--- config.mk ---
export PLATFORM = sky130hd
export DESIGN_NAME = mux_arb_nto1
export DESIGN_NICKNAME = d
export VERILOG_FILES = /design/src/rtl/mux_arb_nto1.sv
export SDC_FILE = /design/constraint.sdc
export NUM_CORES = 1
export LEC_CHECK = 0
export CAP_MARGIN = 20
export CORE_UTILIZATION = 39
export CTS_CLUSTER_SIZE = 10
export DETAILED_ROUTE_END_ITERATION = 8
export GPL_TIMING_DRIVEN = 0
export PLACE_DENSITY = 0.79
export SYNTH_ARGS = -nofsm -noshare
export SYNTH_HDL_FRONTEND = slang
export SYNTH_SLANG_ARGS = --single-unit
--- constraint.sdc ---
create_clock -name clock -period 3.3 [get_ports clock]
set_input_delay 0.825 -clock clock [delete_from_list [all_inputs] [get_ports clock]]
set_output_delay 0.825 -clock clock [all_outputs]
set_load 0.1 [all_outputs]
--- src/rtl/mux_arb_nto1.sv ---
// mux_arb_nto1: merges CHANNELS valid/ready producer streams of WIDTH bits into
// one registered output stream. It has two selection modes:
//   - fixed mode: the selector picks the channel.
//   - round-robin mode: arbitration starts at a rotating pointer.
// A word moves from input to output in one cycle. Because the output slot can
// be drained and refilled in the same cycle, throughput is one word per cycle.
//
// Ports:
//   clock        rising-edge clock
//   reset        synchronous, active-high reset
//   mode         0 = fixed select, 1 = round-robin
//   selector     channel index used in fixed mode
//   in_data      packed inputs, channel i at [i*WIDTH +: WIDTH]
//   in_valid     per-channel data valid
//   in_ready     per-channel accept (combinational, at most one bit high)
//   outData      registered selected data
//   out_valid    outData holds an unconsumed word
//   out_ready    consumer accepts outData
//   out_channel  index of the channel that supplied outData
module mux_arb_nto1 #(
    parameter int WIDTH    = 5,
    parameter int CHANNELS = 4,
    localparam int SEL_W   = $clog2(CHANNELS)
) (
    input  logic                      clock,
    input  logic                      reset,
    input  logic                      mode,
    input  logic [SEL_W-1:0]          selector,
    input  logic [CHANNELS*WIDTH-1:0] in_data,
    input  logic [CHANNELS-1:0]       in_valid,
    output logic [CHANNELS-1:0]       in_ready,
    output logic [WIDTH-1:0]          outData,
    output logic                      out_valid,
    input  logic                      out_ready,
    output logic [SEL_W-1:0]          out_channel
);

    logic [SEL_W-1:0] ptr;
    logic [SEL_W-1:0] grant;
    logic             grant_valid;
    logic             slot_free;
    logic             xfer;
    logic [WIDTH-1:0] grant_data;
    int unsigned      idx;

    assign slot_free = !out_valid || out_ready;

    // Grant selection. The round-robin scan starts at ptr and wraps modulo
    // CHANNELS, so the result is correct even when CHANNELS is not a power of 2.
    always_comb begin
        grant_valid = 1'b0;
        grant       = '0;
        idx         = 0;
        if (!mode) begin
            if ((int'(selector) < CHANNELS) && in_valid[selector]) begin
                grant_valid = 1'b1;
                grant       = selector;
            end
        end else begin
            for (int k = 0; k < CHANNELS; k++) begin
                idx = (int'(ptr) + k) % CHANNELS;
                if (!grant_valid && in_valid[idx]) begin
                    grant_valid = 1'b1;
                    grant       = SEL_W'(idx);
                end
            end
        end
    end

    // Reset gates the ready signals, so no handshake can complete while reset is high.
    always_comb begin
        in_ready = '0;
        for (int i = 0; i < CHANNELS; i++) begin
            in_ready[i] = !reset && slot_free && grant_valid && (grant == SEL_W'(i));
        end
    end

    assign xfer = !reset && slot_free && grant_valid;

    always_comb begin
        grant_data = '0;
        for (int i = 0; i < CHANNELS; i++) begin
            if (grant == SEL_W'(i)) begin
                grant_data = in_data[i*WIDTH +: WIDTH];
            end
        end
    end

    always_ff @(posedge clock) begin
        if (reset) begin
            outData     <= '0;
            out_valid   <= 1'b0;
            out_channel <= '0;
            ptr         <= '0;
        end else begin
            if (xfer) begin
                outData     <= grant_data;
                out_channel <= grant;
                out_valid   <= 1'b1;
                // The pointer only advances on round-robin transfers. Fixed
                // mode leaves it untouched so the rotation resumes where it stopped.
                if (mode) begin
                    if (int'(grant) == CHANNELS - 1) begin
                        ptr <= '0;
                    end else begin
                        ptr <= grant + SEL_W'(1);
                    end
                end
            end else if (out_ready) begin
                out_valid <= 1'b0;
            end
        end
    end

endmodule

==> impl_metrics.prom <==
# TYPE chip_impl_metric gauge
chip_impl_metric{name="grt_antenna_before_repair",unit=""} 0
chip_impl_info{name="synth.top_cells.by_count",value="nor2_1, a21oi_1, dfxtp_1"} 1
chip_impl_metric{name="clock-skew-final",unit="ps"} 4.41
chip_impl_metric{name="globalRoute.totalOverflow",unit=""} 0
chip_impl_metric{name="die_height",unit="µm"} 47.8
chip_impl_info{name="hp-class",value="reg2reg"} 1
chip_impl_metric{name="final-setup-viol-count",unit=""} 0
chip_impl_metric{name="via_count",unit=""} 1010
chip_impl_metric{name="cts_max_level",unit=""} 1
chip_impl_metric{name="relSlewSlack",unit="%"} 34.1
chip_impl_metric{name="timing.final.hold_violations",unit=""} 0
chip_impl_metric{name="synth.yosys.warnings",unit=""} 0
chip_impl_metric{name="cp_max_fo",unit=""} 8
chip_impl_metric{name="worst_setup_hold_path_clk_slew",unit="ps"} 60
chip_impl_metric{name="synth-async-reset-ratio",unit="%"} 0
chip_impl_metric{name="drt-pass1-iter-count",unit=""} 4
chip_impl_metric{name="max-cap-violations",unit=""} 0
chip_impl_metric{name="synth_area",unit="µm²"} 820
chip_impl_info{name="tritoncts",value="yes"} 1
chip_impl_metric{name="met3_length",unit="µm"} 152
chip_impl_metric{name="worstMarginPinSlew",unit="ps"} 985
chip_impl_metric{name="ys_seq_elements",unit=""} 10
chip_impl_info{name="crit_chain",value="clkbuf_4, nand2b_1, a211oi_2, o21a_1, o31a_1, ha_4, clkinvlp_4, nor2_4, buf_12"} 1
chip_impl_metric{name="multiInputGateArea",unit="µm²"} 658
chip_impl_metric{name="syn_nets",unit=""} 139
chip_impl_metric{name="post_layout_nonfiller_instances",unit=""} 185
chip_impl_metric{name="fillCellCount",unit=""} 166
chip_impl_metric{name="static-leakage-power",unit="nW"} 0.552
chip_impl_metric{name="netlist.area_leader.share",unit="%"} 24.4
chip_impl_metric{name="synth-edff-count",unit=""} 0
chip_impl_metric{name="final_critical_path_setup_slack",unit="ps"} 27.3
chip_impl_info{name="library_cell_with_the_largest_summed_area_after_synthesis",value="dfxtp_1"} 1
chip_impl_metric{name="grt_first_pass_wirelength",unit="mm"} 3.77
chip_impl_info{name="cts_root_buffer",value="clkbuf_4"} 1
chip_impl_metric{name="port_buffers",unit=""} 40
chip_impl_metric{name="postCtsHoldBufs",unit=""} 0
chip_impl_metric{name="pin_count_of_the_biggest_net_entering_global_routing",unit=""} 11
chip_impl_metric{name="num_rows",unit=""} 16
chip_impl_metric{name="place_worst_setup_slack",unit="ps"} -1670
chip_impl_info{name="endpoint_kind_of_the_worst_setup_timing_path",value="output pin"} 1
chip_impl_metric{name="chipWidth",unit="µm"} 47.8
chip_impl_info{name="outcome",value="finished clean"} 1
chip_impl_metric{name="area_growth_syn_to_layout",unit="%"} 81.1
chip_impl_metric{name="final-seq-area",unit="µm²"} 200
chip_impl_metric{name="cts_made_buffers",unit=""} 3
chip_impl_metric{name="numPlacedInstances",unit=""} 172
chip_impl_info{name="rsz_0062_raised_after_global_routing",value="yes"} 1
chip_impl_metric{name="synth_cell_types",unit=""} 33
chip_impl_metric{name="drt-total-wl",unit="mm"} 2.58
chip_impl_metric{name="final.period_utilization",unit="%"} 99.2
chip_impl_metric{name="clkLatencyLatePin",unit="ps"} 260
chip_impl_metric{name="hold_slack",unit="ps"} 496
chip_impl_metric{name="required_time_at_the_worst_slack_endpoint",unit="ps"} 2470
chip_impl_metric{name="fraction_of_layout_cells_with_a_size_suffix_above_1",unit="%"} 31.0
chip_impl_metric{name="grt.total_usage",unit="%"} 23.5
chip_impl_metric{name="design.die.area",unit="mm²"} 0.00229
chip_impl_info{name="maxUsedRoutingLayer",value="met3"} 1
chip_impl_metric{name="layout_min_cycle_time",unit="ps"} 3270
chip_impl_metric{name="worst_path_largest_cell_delay",unit="ps"} 290
chip_impl_metric{name="initial_utilization",unit="%"} 41.8
chip_impl_metric{name="drt-wirelength-per-cell",unit="µm"} 14.0
chip_impl_metric{name="cellPowerDensity",unit="mW/mm²"} 413
chip_impl_metric{name="fin_util",unit="%"} 75.6
chip_impl_metric{name="ys_seq_area_share",unit="%"} 24.4
chip_impl_metric{name="first_iter_violations",unit=""} 14
chip_impl_info{name="netlist_top_cells_area",value="dfxtp_1, nand3b_1, o21ai_2, a21oi_1, ha_1"} 1
chip_impl_info{name="start_kind",value="primary input"} 1
chip_impl_metric{name="setup_total_negative_slack",unit="ps"} 0
chip_impl_metric{name="detailed_place_hpwl",unit="mm"} 1.77
chip_impl_metric{name="routed_via_density",unit=""} 5.46
chip_impl_metric{name="postRouteAntennaNets",unit=""} 0
chip_impl_info{name="synth_most_common_cell",value="nor2_1"} 1
chip_impl_metric{name="syn_area_per_cell",unit="µm²"} 7.81
chip_impl_metric{name="number_of_global_route_vias_before_repair",unit=""} 967
chip_impl_metric{name="synthCells",unit=""} 105
chip_impl_metric{name="met2_length",unit="mm"} 1.41
chip_impl_metric{name="insertedDiodeCount",unit=""} 0
chip_impl_metric{name="layout.nets",unit=""} 193
chip_impl_metric{name="finalMaxSlewViolations",unit=""} 0
chip_impl_metric{name="achievable_frequency",unit="MHz"} 306
chip_impl_info{name="yosys_most_used_dff",value="dfxtp_1"} 1
chip_impl_metric{name="clock-sinks",unit=""} 10
chip_impl_metric{name="worst_ep_arrival_time",unit="ps"} 2450
chip_impl_info{name="timing.setup.critical_path_class",value="in2out"} 1
chip_impl_metric{name="wl_met1",unit="mm"} 1.02
chip_impl_metric{name="boundaryPins",unit=""} 42
chip_impl_metric{name="drc",unit=""} 0
chip_impl_metric{name="clk_path_buf_depth",unit=""} 2
chip_impl_metric{name="floorplan.core_area",unit="mm²"} 0.00196
chip_impl_info{name="slowest_stage",value="o31a_1"} 1
chip_impl_metric{name="worst_ir_drop_vdd",unit="V"} 0.000276
chip_impl_metric{name="gpl.final_weighted_congestion",unit=""} 0.812
## where the power goes
part | switching (mW) | total (mW) | internal [mW] | leakage (nW)
Sequential | 0.00917 | 0.146 | 0.137 | 0.0825
Clock | 0.0418 | 0.109 | 0.0670 | 0.0210
Combinational | 0.222 | 0.358 | 0.136 | 0.449
## critical path: cells and delay by family
family,cells,cell delay (ps)
adders and majority gates,1,210
and+or+nand+nor,2,220
AOI/OAI and AO/OA,3,720
buffers and inverters,3,460
## flip-flops by register name (all words and copies together), names as in the netlist
register     flops
ptr              2
outData          5
out_channel      2
out_valid        1
## per-layer routing
| layer | vias up | track usage [%] |
|---|---|---|
| met5 | - | 0 |
| met1 | 469 | 23.1 |
| met3 | 0 | 6.79 |
| met2 | 48 | 48.1 |
| met4 | 0 | 3.33 |
| li1 | 493 | - |
## cell usage in the layout, fill, tap and decap left out, drive strengths merged, types with 3 or more instances in the layout
cell and count:
nand3b 7, nor3 5, nor2 13, a221oi 4, nand2b 3, nor2b 3
a211oi 3, a21oi 10, nand2 5, clkdlybuf4s50 30, ha 4, buf 17
inv 6, clkbuf 9, dfxtp 10, o21ai 10
## what timing repair did
item	in CTS	in global routing
setup buffers	7	3
pin swaps	5	5
setup endpoints to repair	4	4
gates resized for setup	67	7
## final timing paths
kind                                               from                      end  slack [ps]  cells after the start
worst min register to register  outData[2]$_SDFFE_PP0N_  outData[2]$_SDFFE_PP0N_         500                      2
worst min-delay path            outData[2]$_SDFFE_PP0N_  outData[2]$_SDFFE_PP0N_         500                      2
worst max-delay path                        in_valid[2]              in_ready[2]          30                      9
worst max register to register      ptr[0]$_SDFFE_PP0P_  outData[0]$_SDFFE_PP0N_         720                     12
## logic make-up after synthesis
family                   count (synthesis)  synth area share (%)
AND/OR/NAND/NOR                         38                  24.1
AO/OA/AOI/OAI                           37                  33.7
buffers and inverters                   12                  6.56
flip-flops                              10                  24.4
adder cells (fa/ha/maj)                  4                  6.11
multiplexers                             3                  3.97
XOR/XNOR                                 1                  1.07
## area by class of cell
type / instances / area share, %
multi-input cells: 83 / 44.4
repair buffers: 50 / 33.6
flip-flops and latches: 10 / 13.5
clock buffers: 4 / 2.45
well taps: 27 / 2.28
inverters: 7 / 2.19
plain buffers: 4 / 1.60
## metrics by stage
step	power, mW	instance area, µm²
CTS	0.600	1460
floorplan	0.371	850
finish	0.612	1480
global route	0.639	1480
detailed placement	0.461	1280
global placement	0.456	1280
No activity file was read; power rests on OpenSTA's default activity.
